--- src/rtl/uart_tx_serializer.sv ---
// UART transmit serializer: byte FIFO, programmable baud divider and 8N1 frame FSM driving sout.
// Optional parity bit after the data bits when UART_TX_PARITY_EN is defined (adds input parity_odd).
`timescale 1ns/1ps
module uart_tx_serializer #(
   parameter int FIFO_DEPTH = 8,
   parameter int DIV_WIDTH  = 16
) (
   input  logic                        CLK,
   input  logic                        RSTN,
   input  logic [7:0]                  tx_data,
   input  logic                        tx_valid,
   output logic                        tx_ready,
   input  logic                        tx_en,
   input  logic [DIV_WIDTH-1:0]        divisor,
`ifdef UART_TX_PARITY_EN
   input  logic                        parity_odd,
`endif
   output logic                        sout,
   output logic [$clog2(FIFO_DEPTH):0] fifo_level,
   output logic                        thr_empty,
   output logic                        tx_idle
);

   localparam int AW = $clog2(FIFO_DEPTH);
   localparam int LW = AW + 1;
   localparam logic [AW-1:0]        PTR_ONE  = AW'(1'b1);
   localparam logic [LW-1:0]        LVL_ONE  = LW'(1'b1);
   localparam logic [LW-1:0]        LVL_ZERO = LW'(1'b0);
   localparam logic [LW-1:0]        LVL_FULL = LW'(FIFO_DEPTH);
   localparam logic [DIV_WIDTH-1:0] DIV_ONE  = DIV_WIDTH'(1'b1);
   localparam logic [DIV_WIDTH-1:0] DIV_ZERO = DIV_WIDTH'(1'b0);

   typedef enum logic [2:0] {
      ST_IDLE  = 3'd0,
      ST_START = 3'd1,
      ST_DATA  = 3'd2,
      ST_STOP  = 3'd4
`ifdef UART_TX_PARITY_EN
      , ST_PARITY = 3'd3
`endif
   } state_t;

`ifdef UART_TX_PARITY_EN
   function automatic logic parity_bit(input logic [7:0] data, input logic odd);
      return (^data) ^ odd;
   endfunction
`endif

   state_t                 state_q, state_d;
   logic [7:0]             mem [FIFO_DEPTH];
   logic [AW-1:0]          wr_ptr_q, wr_ptr_d;
   logic [AW-1:0]          rd_ptr_q, rd_ptr_d;
   logic [LW-1:0]          level_q, level_d;
   logic [7:0]             data_q, data_d;
   logic [DIV_WIDTH-1:0]   div_q, div_d;
   logic [DIV_WIDTH-1:0]   baud_q, baud_d;
   logic [2:0]             bit_q, bit_d;
   logic                   sout_q, sout_d;
`ifdef UART_TX_PARITY_EN
   logic                   par_odd_q, par_odd_d;
`endif
   logic                   push, pop, frame_go, baud_tc;

   assign tx_ready   = (level_q != LVL_FULL);
   assign thr_empty  = (level_q == LVL_ZERO);
   assign tx_idle    = thr_empty && (state_q == ST_IDLE);
   assign sout       = sout_q;
   assign fifo_level = level_q;
   assign frame_go   = tx_en && !thr_empty;
   assign baud_tc    = (baud_q == (div_q - DIV_ONE));

   // FSM state register
   always_ff @(posedge CLK or negedge RSTN) begin
      if (!RSTN) begin
         state_q <= ST_IDLE;
      end else begin
         state_q <= state_d;
      end
   end

   // Datapath and FIFO pointer registers; reset forces sout high and empties the FIFO
   always_ff @(posedge CLK or negedge RSTN) begin
      if (!RSTN) begin
         wr_ptr_q  <= {AW{1'b0}};
         rd_ptr_q  <= {AW{1'b0}};
         level_q   <= LVL_ZERO;
         data_q    <= 8'h00;
         div_q     <= DIV_ONE;
         baud_q    <= DIV_ZERO;
         bit_q     <= 3'd0;
         sout_q    <= 1'b1;
`ifdef UART_TX_PARITY_EN
         par_odd_q <= 1'b0;
`endif
      end else begin
         wr_ptr_q  <= wr_ptr_d;
         rd_ptr_q  <= rd_ptr_d;
         level_q   <= level_d;
         data_q    <= data_d;
         div_q     <= div_d;
         baud_q    <= baud_d;
         bit_q     <= bit_d;
         sout_q    <= sout_d;
`ifdef UART_TX_PARITY_EN
         par_odd_q <= par_odd_d;
`endif
      end
   end

   // FIFO storage, written on accepted pushes
   always_ff @(posedge CLK) begin
      if (push) begin
         mem[wr_ptr_q] <= tx_data;
      end
   end

   // FIFO pointer and occupancy update; pointers wrap naturally since depth is a power of two
   always_comb begin
      push     = tx_valid && tx_ready;
      wr_ptr_d = wr_ptr_q;
      rd_ptr_d = rd_ptr_q;
      level_d  = level_q;
      if (push) begin
         wr_ptr_d = wr_ptr_q + PTR_ONE;
      end else begin
         wr_ptr_d = wr_ptr_q;
      end
      if (pop) begin
         rd_ptr_d = rd_ptr_q + PTR_ONE;
      end else begin
         rd_ptr_d = rd_ptr_q;
      end
      case ({push, pop})
         2'b10:   level_d = level_q + LVL_ONE;
         2'b01:   level_d = level_q - LVL_ONE;
         default: level_d = level_q;
      endcase
   end

   // Next-state logic: frame sequencing, baud counting and FIFO pop at frame start
   always_comb begin
      state_d   = state_q;
      data_d    = data_q;
      div_d     = div_q;
      baud_d    = baud_q;
      bit_d     = bit_q;
      pop       = 1'b0;
`ifdef UART_TX_PARITY_EN
      par_odd_d = par_odd_q;
`endif
      case (state_q)
         ST_IDLE: begin
            if (frame_go) begin
               pop       = 1'b1;
               data_d    = mem[rd_ptr_q];
               div_d     = (divisor == DIV_ZERO) ? DIV_ONE : divisor;
               baud_d    = DIV_ZERO;
               bit_d     = 3'd0;
`ifdef UART_TX_PARITY_EN
               par_odd_d = parity_odd;
`endif
               state_d   = ST_START;
            end else begin
               state_d   = ST_IDLE;
            end
         end
         ST_START: begin
            if (baud_tc) begin
               baud_d  = DIV_ZERO;
               bit_d   = 3'd0;
               state_d = ST_DATA;
            end else begin
               baud_d  = baud_q + DIV_ONE;
            end
         end
         ST_DATA: begin
            if (!baud_tc) begin
               baud_d = baud_q + DIV_ONE;
            end else if (bit_q == 3'd7) begin
               baud_d = DIV_ZERO;
`ifdef UART_TX_PARITY_EN
               state_d = ST_PARITY;
`else
               state_d = ST_STOP;
`endif
            end else begin
               baud_d = DIV_ZERO;
               bit_d  = bit_q + 3'd1;
            end
         end
`ifdef UART_TX_PARITY_EN
         ST_PARITY: begin
            if (baud_tc) begin
               baud_d  = DIV_ZERO;
               state_d = ST_STOP;
            end else begin
               baud_d  = baud_q + DIV_ONE;
            end
         end
`endif
         ST_STOP: begin
            if (!baud_tc) begin
               baud_d = baud_q + DIV_ONE;
            end else if (frame_go) begin
               // back-to-back frame: skip IDLE and re-latch the divisor
               pop       = 1'b1;
               data_d    = mem[rd_ptr_q];
               div_d     = (divisor == DIV_ZERO) ? DIV_ONE : divisor;
               baud_d    = DIV_ZERO;
               bit_d     = 3'd0;
`ifdef UART_TX_PARITY_EN
               par_odd_d = parity_odd;
`endif
               state_d   = ST_START;
            end else begin
               baud_d  = DIV_ZERO;
               state_d = ST_IDLE;
            end
         end
         default: begin
            state_d = ST_IDLE;
         end
      endcase
   end

   // Output logic: serial level for the state/bit being entered, registered into sout_q
   always_comb begin
      sout_d = 1'b1;
      case (state_d)
         ST_IDLE:   sout_d = 1'b1;
         ST_START:  sout_d = 1'b0;
         ST_DATA:   sout_d = data_d[bit_d];
`ifdef UART_TX_PARITY_EN
         ST_PARITY: sout_d = parity_bit(data_d, par_odd_d);
`endif
         ST_STOP:   sout_d = 1'b1;
         default:   sout_d = 1'b1;
      endcase
   end

endmodule

--- config.mk ---
export PLATFORM = sky130hd
export DESIGN_NAME = uart_tx_serializer
export DESIGN_NICKNAME = d
export VERILOG_FILES = /design/src/rtl/uart_tx_serializer.sv
export SDC_FILE = /design/constraint.sdc
export NUM_CORES = 1
export LEC_CHECK = 0
export ABC_CLOCK_PERIOD_IN_PS = 4800
export CORE_MARGIN = 4
export CORE_UTILIZATION = 45
export DETAILED_ROUTE_END_ITERATION = 7
export DONT_BUFFER_PORTS = 1
export GPL_TIMING_DRIVEN = 0
export HOLD_SLACK_MARGIN = 0.02
export PLACE_DENSITY = 0.68
export SLEW_MARGIN = 40
export SYNTH_ARGS = -nofsm -noshare
export SYNTH_HDL_FRONTEND = slang
export SYNTH_SLANG_ARGS = --single-unit
--- constraint.sdc ---
create_clock -name CLK -period 4.8 [get_ports CLK]
set_input_delay 0.96 -clock CLK [delete_from_list [all_inputs] [get_ports CLK]]
set_output_delay 0.96 -clock CLK [all_outputs]
set_load 0.005 [all_outputs]
## After elaboration in Yosys (flattened, before gate mapping)

Memory sizes are Yosys's and may differ from the RTL's.
Index checks and enable logic that the tools add are counted.

- Bits in registers: 57
- Latch bits: 0
- Bits in writable memories: 64
- ROM bits: 0
- Bits of input ports: 28
- Output and inout port bits: 8
- Logic and storage cells: 74
- Memories kept: 1

- Add/subtract/negate cells: 7
- Multipliers: 0
- Div/mod/pow operators: 0
- $lt $le $gt $ge: 1
- Equality and inequality tests: 12
- Shift-type cells: 0
- Mux-type cells: 31
- Bitwise operators: 0
- Reduce and logical (&&, ||, !) cells: 13

Memories:

| memory | words | bits a word | read ports | clocked after Yosys merged registers in | wr ports | RTL line | RTL |
|---|---|---|---|---|---|---|---|
| mem | 8 | 8 | 1 | 0 | 1 | 50 | `logic [7:0] mem [FIFO_DEPTH];` |

Operators with widths:

| operator | count |
|---|---|
| $mux 16 | 5 |
| $pmux 16 s2 | 2 |
| $mux 3 | 9 |
| $pmux 3 s4 | 2 |
| $add 16x1->16 const B | 1 |
| $eq 16x16->1 | 1 |
| $logic_not 16->1 | 1 |
| $mux 8 | 2 |
| $pmux 8 s2 | 1 |
| $sub 16x1->16 const B | 1 |
| $add 3x1->3 const B | 3 |
| $pmux 4 s2 | 1 |
| $eq 3x1->1 const B | 2 |
| $eq 3x2->1 const B | 2 |
| $eq 3x3->1 const B | 2 |
| $mux 1 | 6 |
| $reduce_bool 2->1 | 3 |
| $add 4x1->4 const B | 1 |
| $logic_not 4->1 | 1 |
| $lt 3x4->1 const B | 1 |
| $ne 2x2->1 const B | 2 |
| $ne 4x4->1 const B | 1 |
| $pmux 1 s2 | 2 |
| $reduce_and 2->1 | 2 |
| other kinds (8) | 10 |

## Logic depth before layout (Yosys ltp)

Gate-level depths: netlist (run 1).

- Depth after elaboration: 9
- Gate-level depth with buffers: 17
- Gate-level depth less buffers: 16

## Worst setup path before layout (run 1)

No wires, ideal clock.

- Kind: register -> register
- From: reg div_q[0]
- To: reg level_q[2], in the netlist fifo_level[2]
- Setup time: 0.130 ns
- Data arrival time: 3.385 ns
- Required time: 4.670 ns
- Slack: 1.285 ns
- Cell stages (with the launch flop): 18
- Path buffers: 1
- Clock period less this slack: 3.515 ns
- Path through: dfstp_2 > inv_1 > ha_1 > nor3b_4 > xnor2_1 > o32ai_2 > o211a_1 > o2111a_2 > o21ai_4 > inv_2 > clkbuf_1 > ha_1 > xor2_1 > ha_1 > a21oi_1 > xor2_1 > nor2_1 > xor2_1

- Cells in the longest elaborated chain, start to end: 6
- Elaborated cells between the ends (all ways): 8
- Those cells by class: 1 x add/sub; 3 x eq/ne; 3 x mux; 1 x reduce/logical

RTL lines:

| what | RTL line | RTL |
|---|---|---|
| start: declaration | 55 | `logic [DIV_WIDTH-1:0] div_q, div_d;` |
| start signal: assignment | 100 | `div_q <= div_d;` |
| $sub 16x1->16 * | 70 | `assign baud_tc = (baud_q == (div_q - DIV_ONE));` |
| $eq 16x16->1 * | 70 |  |
| $mux 1 * | 202 | `if (!baud_tc) begin` |
| $pmux 1 s2 * | 151 | `case (state_q)` |
| via pop | 62 | `logic push, pop, frame_go, baud_tc;` |
| $eq 2x1->1 or $eq 2x2->1 (tied branches) | 133 | `case ({push, pop})` |
| $pmux 4 s2 or $reduce_bool 2->1 (tied branches) | n/a |  |
| end signal: assignment | 98 | `level_q <= level_d;` |
| end: declaration | 53 | `logic [LW-1:0] level_q, level_d;` |

Mark *: on every way through the listed nets, which the timed path passes. The rest lies on a longest branch.
A chain may end at the register's enable or synchronous reset.

## Worst setup path in the final report (run 1)

Same ends and word-level chain as after synthesis.

==> results of run 1 <==
==> layout make-up <==
class / instances / area (µm²) / share of cell area [%]
Inverter: 10 / 37.54 / 0.5560
Multi-Input combinational cell: 311 / 2467 / 36.55
Tap cell: 172 / 215.2 / 3.188
Buffer: 19 / 100.1 / 1.483
Clock buffer: 19 / 432.9 / 6.412
Clock inverter: 13 / 147.6 / 2.187
Sequential cell: 121 / 3351 / 49.63
==> flip-flops by register name, summed over array words and instances, names as in the netlist <==
register,flops
mem,64
baud_q,16
div_q,16
data_q,8
fifo_level,4
bit_q,3
rd_ptr_q,3
state_q,3
wr_ptr_q,3
sout,1
==> metrics by stage <==
step                area (µm²)  instances  power, mW  util [%]
floorplan                 5926        461      2.431         -
global placement          6141        633      2.635     48.08
detailed placement        6161        633      2.699     48.23
CTS                       6741        665      3.951     52.78
global route              6751        665      4.169     52.86
finish                    6751        665      3.924     52.86
==> final timing paths <==
| kind | slack [ns] | end | startpoint | depth (start not counted) |
|---|---|---|---|---|
| min in group CLK | 0.49 | data_q[3] | data_q[3] | 2 |
| max in group asynchronous | 4.37 | div_q[0] | RSTN | 0 |
| hold / removal | 0.24 | div_q[6] | RSTN | 0 |
| setup reg to reg | 0.65 | fifo_level[2] | div_q[0] | 17 |
| setup / recovery | 0.65 | fifo_level[2] | div_q[0] | 17 |
| hold reg to reg | 0.49 | data_q[3] | data_q[3] | 2 |
==> logic make-up after synthesis <==
kind of cell	count (synthesis)	share of synthesized area, %
AO/OA/AOI/OAI	75	9.185
XOR/XNOR	39	5.764
adder cells (fa/ha/maj)	8	1.689
buffers and inverters	29	2.323
flip-flops	121	56.55
multiplexers	42	10.81
AND/OR/NAND/NOR	147	13.68
==> worst max-delay path, cell delays in order (launching register included) <==
cell and delay (ns):
dfstp_2 0.60, inv_1 0.06, ha_1 0.26, nor3b_4 0.20
a311oi_1 0.38, a31oi_1 0.07, nor2_1 0.21, o2111a_2 0.31
o21ai_4 0.10, inv_2 0.17, clkbuf_1 0.50, ha_1 0.37
xor2_1 0.09, ha_1 0.18, a21oi_1 0.16, xor2_1 0.16
nor2_1 0.06, xor2_1 0.13
==> layer usage <==
metal / vias to the layer above / part of all wire, %
met5: - / 0
met4: 0 / 1.6
met3: 25 / 4.1
met2: 81 / 51
met1: 1875 / 43
li1: 1772 / -
==> power by group through the flow <==
stage / Combinational [mW] / Clock, mW / Sequential [mW]
6_report: 1.09 / 1.24 / 1.59
5_1_grt: 1.23 / 1.32 / 1.63
4_1_cts: 1.10 / 1.27 / 1.59
3_5_place_dp: 1.09 / 0 / 1.61
3_3_place_gp: 1.04 / 0 / 1.59
2_1_floorplan: 0.891 / 0 / 1.54
==> cell usage in the layout (no fill, tap or decap), drive strengths merged, types with 8 or more instances in the layout <==
cell	instances
inv	11
clkbuf	29
nor4	9
mux2	16
mux2i	10
xor2	18
dfrtp	55
o21ai	23
nand3	12
a21oi	12
nor2	35
mux4	16
buf	9
edfxtp	64
nor3	10
o211ai	9
ha	8
xnor2	21
nand2	33
==> results.py, run 1 <==
metrics = {
    "cts": {
        "cts_setup_buffers": 0,
        "ctsRootBufferMaster": "clkbuf_16",
        "clk_latency_ns": 0.42,
        "cts_max_level": 4,
        "cts_hold_buf": 0,
        "cts_buffers": 17,
        "cts_tree": "built",
        "clkSinkCount": 121,
        "clockBufferDepth": 2,
        "post_cts_resized": 0,
        "path_clk_slew_ns": 0.06,
    },
    "timing": {
        "finalCritPeriodShare_pct": 86.53,
        "relSlewSlack_pct": 47.55,
        "fin_crit_ns": 4.153,
        "setup_tns_ns": 0,
        "layout_setup_ws_ns": 0.6466,
        "hold_viol": 0,
        "fin_worst_skew_ns": 0.008538,
        "max_freq_mhz": 240.8,
        "setup_viol": 0,
        "worst_pin_slew_ns": 0.7825,
        "finalMaxSlewViolations": 0,
        "whs_ns": 0.2359,
        "grt_setup_unrepaired": "no",
    },
    "die": {
        "fp.dieW_um": 122.8,
        "dieArea_um2": 15070,
        "core_um2": 12770,
        "die_y_um": 122.8,
        "rows": 41,
        "io_pins": 36,
        "initial_core_util_pct": 46.39,
    },
    "placement": {
        "place.gp.congestion": 0.9057,
        "post-place-ws_ns": 0.6375,
        "portBuffers": 0,
        "hpwl_um": 8471,
    },
    "global_route": {
        "grt_max_degree": 58,
        "grt_util_met1_pct": 21.91,
        "grt_pass1_vias": 3817,
        "antenna_found_initial": 0,
        "grtUsageMet3_pct": 5.207,
        "grt.busiest_layer": "met2",
        "track_usage_pct": 17.66,
        "use_met2_pct": 29.52,
        "overflow": 0,
        "grt_pass1_wl_um": 19970,
    },
    "layout": {
        "finish.net_count": 516,
        "fillers": 1073,
        "syn2layout_area_growth_pct": 13.94,
        "final_layout_size_suffix_gt1_share_pct": 19.07,
        "diodes": 0,
    },
    "synthesis": {
        "yosysTopAreaCell": "edfxtp_1",
        "synth_flop_cell": "edfxtp_1",
        "ys_types": 63,
        "syn-instance-count": 461,
        "syn-num-nets": 497,
        "synth_common_cells": "64 x edfxtp_1, 55 x dfrtp_1, 34 x nor2_1, 33 x nand2_1, 22 x o21ai_0",
        "synth_edf_count": 64,
        "ys_seq_elements": 121,
        "synth_area_leaders": "edfxtp_1 32%, dfrtp_1 23%, mux4_2 6.1%",
        "yosys.area.top_type_share_pct": 32.43,
        "ys_seq_area_share_pct": 56.55,
        "synth.most_common_cell": "edfxtp_1",
        "synth_warnings": 0,
        "syn_avg_cell_area_um2": 12.85,
        "async_flop_share_pct": 47.11,
        "synthesis.area_um2": 5926,
    },
    "critical_path": {
        "crit_fanout": 11,
        "critical_path_required_ns": 5.09,
        "crit_path_end_kind": "flop",
        "critPathLaunchType": "flop",
        "critPathArrivalTime_ns": 4.44,
        "worstSetupPathType": "flop to flop",
    },
    "routing": {
        "final_antenna_net_count": 0,
        "drt_wl_total_um": 12070,
        "drt_iter0_drc": 263,
        "vias": 3753,
        "drc": 0,
        "vias_per_cell": 5.644,
        "routedWlPerCell_um": 18.15,
        "dr.pass1.iters": 4,
    },
    "power": {
        "powerDensity_nw_per_um2": 581.3,
        "clkPwrFrac_pct": 31.7,
        "combPwrFrac_pct": 27.9,
        "vdd_ir_drop_max_uv": 384.1,
        "p_leak_nw": 2.485,
        "swShare_pct": 32.50,
        "seq_power_share_pct": 40.4,
        "power.internal_mw": 2.649,
        "p_sw_mw": 1.276,
    },
    "job": {
        "cap_viol_max_count": 0,
    },
    "status": {
        "status": "finished, final reports clean",
    },
    "min_path": {
        "hold_class": "input pin to asynchronous set/reset pin",
    },
}
Power figures use the tool's default switching activity.
==> run 2: changes to the inputs <==
--- a/config.mk
+++ b/config.mk
@@ -8,10 +8,11 @@
 export ABC_CLOCK_PERIOD_IN_PS = 4800
 export CORE_MARGIN = 4
 export CORE_UTILIZATION = 45
+export CTS_CLUSTER_SIZE = 10
 export DETAILED_ROUTE_END_ITERATION = 7
 export DONT_BUFFER_PORTS = 1
 export GPL_TIMING_DRIVEN = 0
-export HOLD_SLACK_MARGIN = 0.02
+export HOLD_SLACK_MARGIN = 0.08
 export PLACE_DENSITY = 0.68
 export SLEW_MARGIN = 40
 export SYNTH_ARGS = -nofsm -noshare
==> results of run 2 <==
No change in the layout: final DEF, timing and power equal those of run 1.
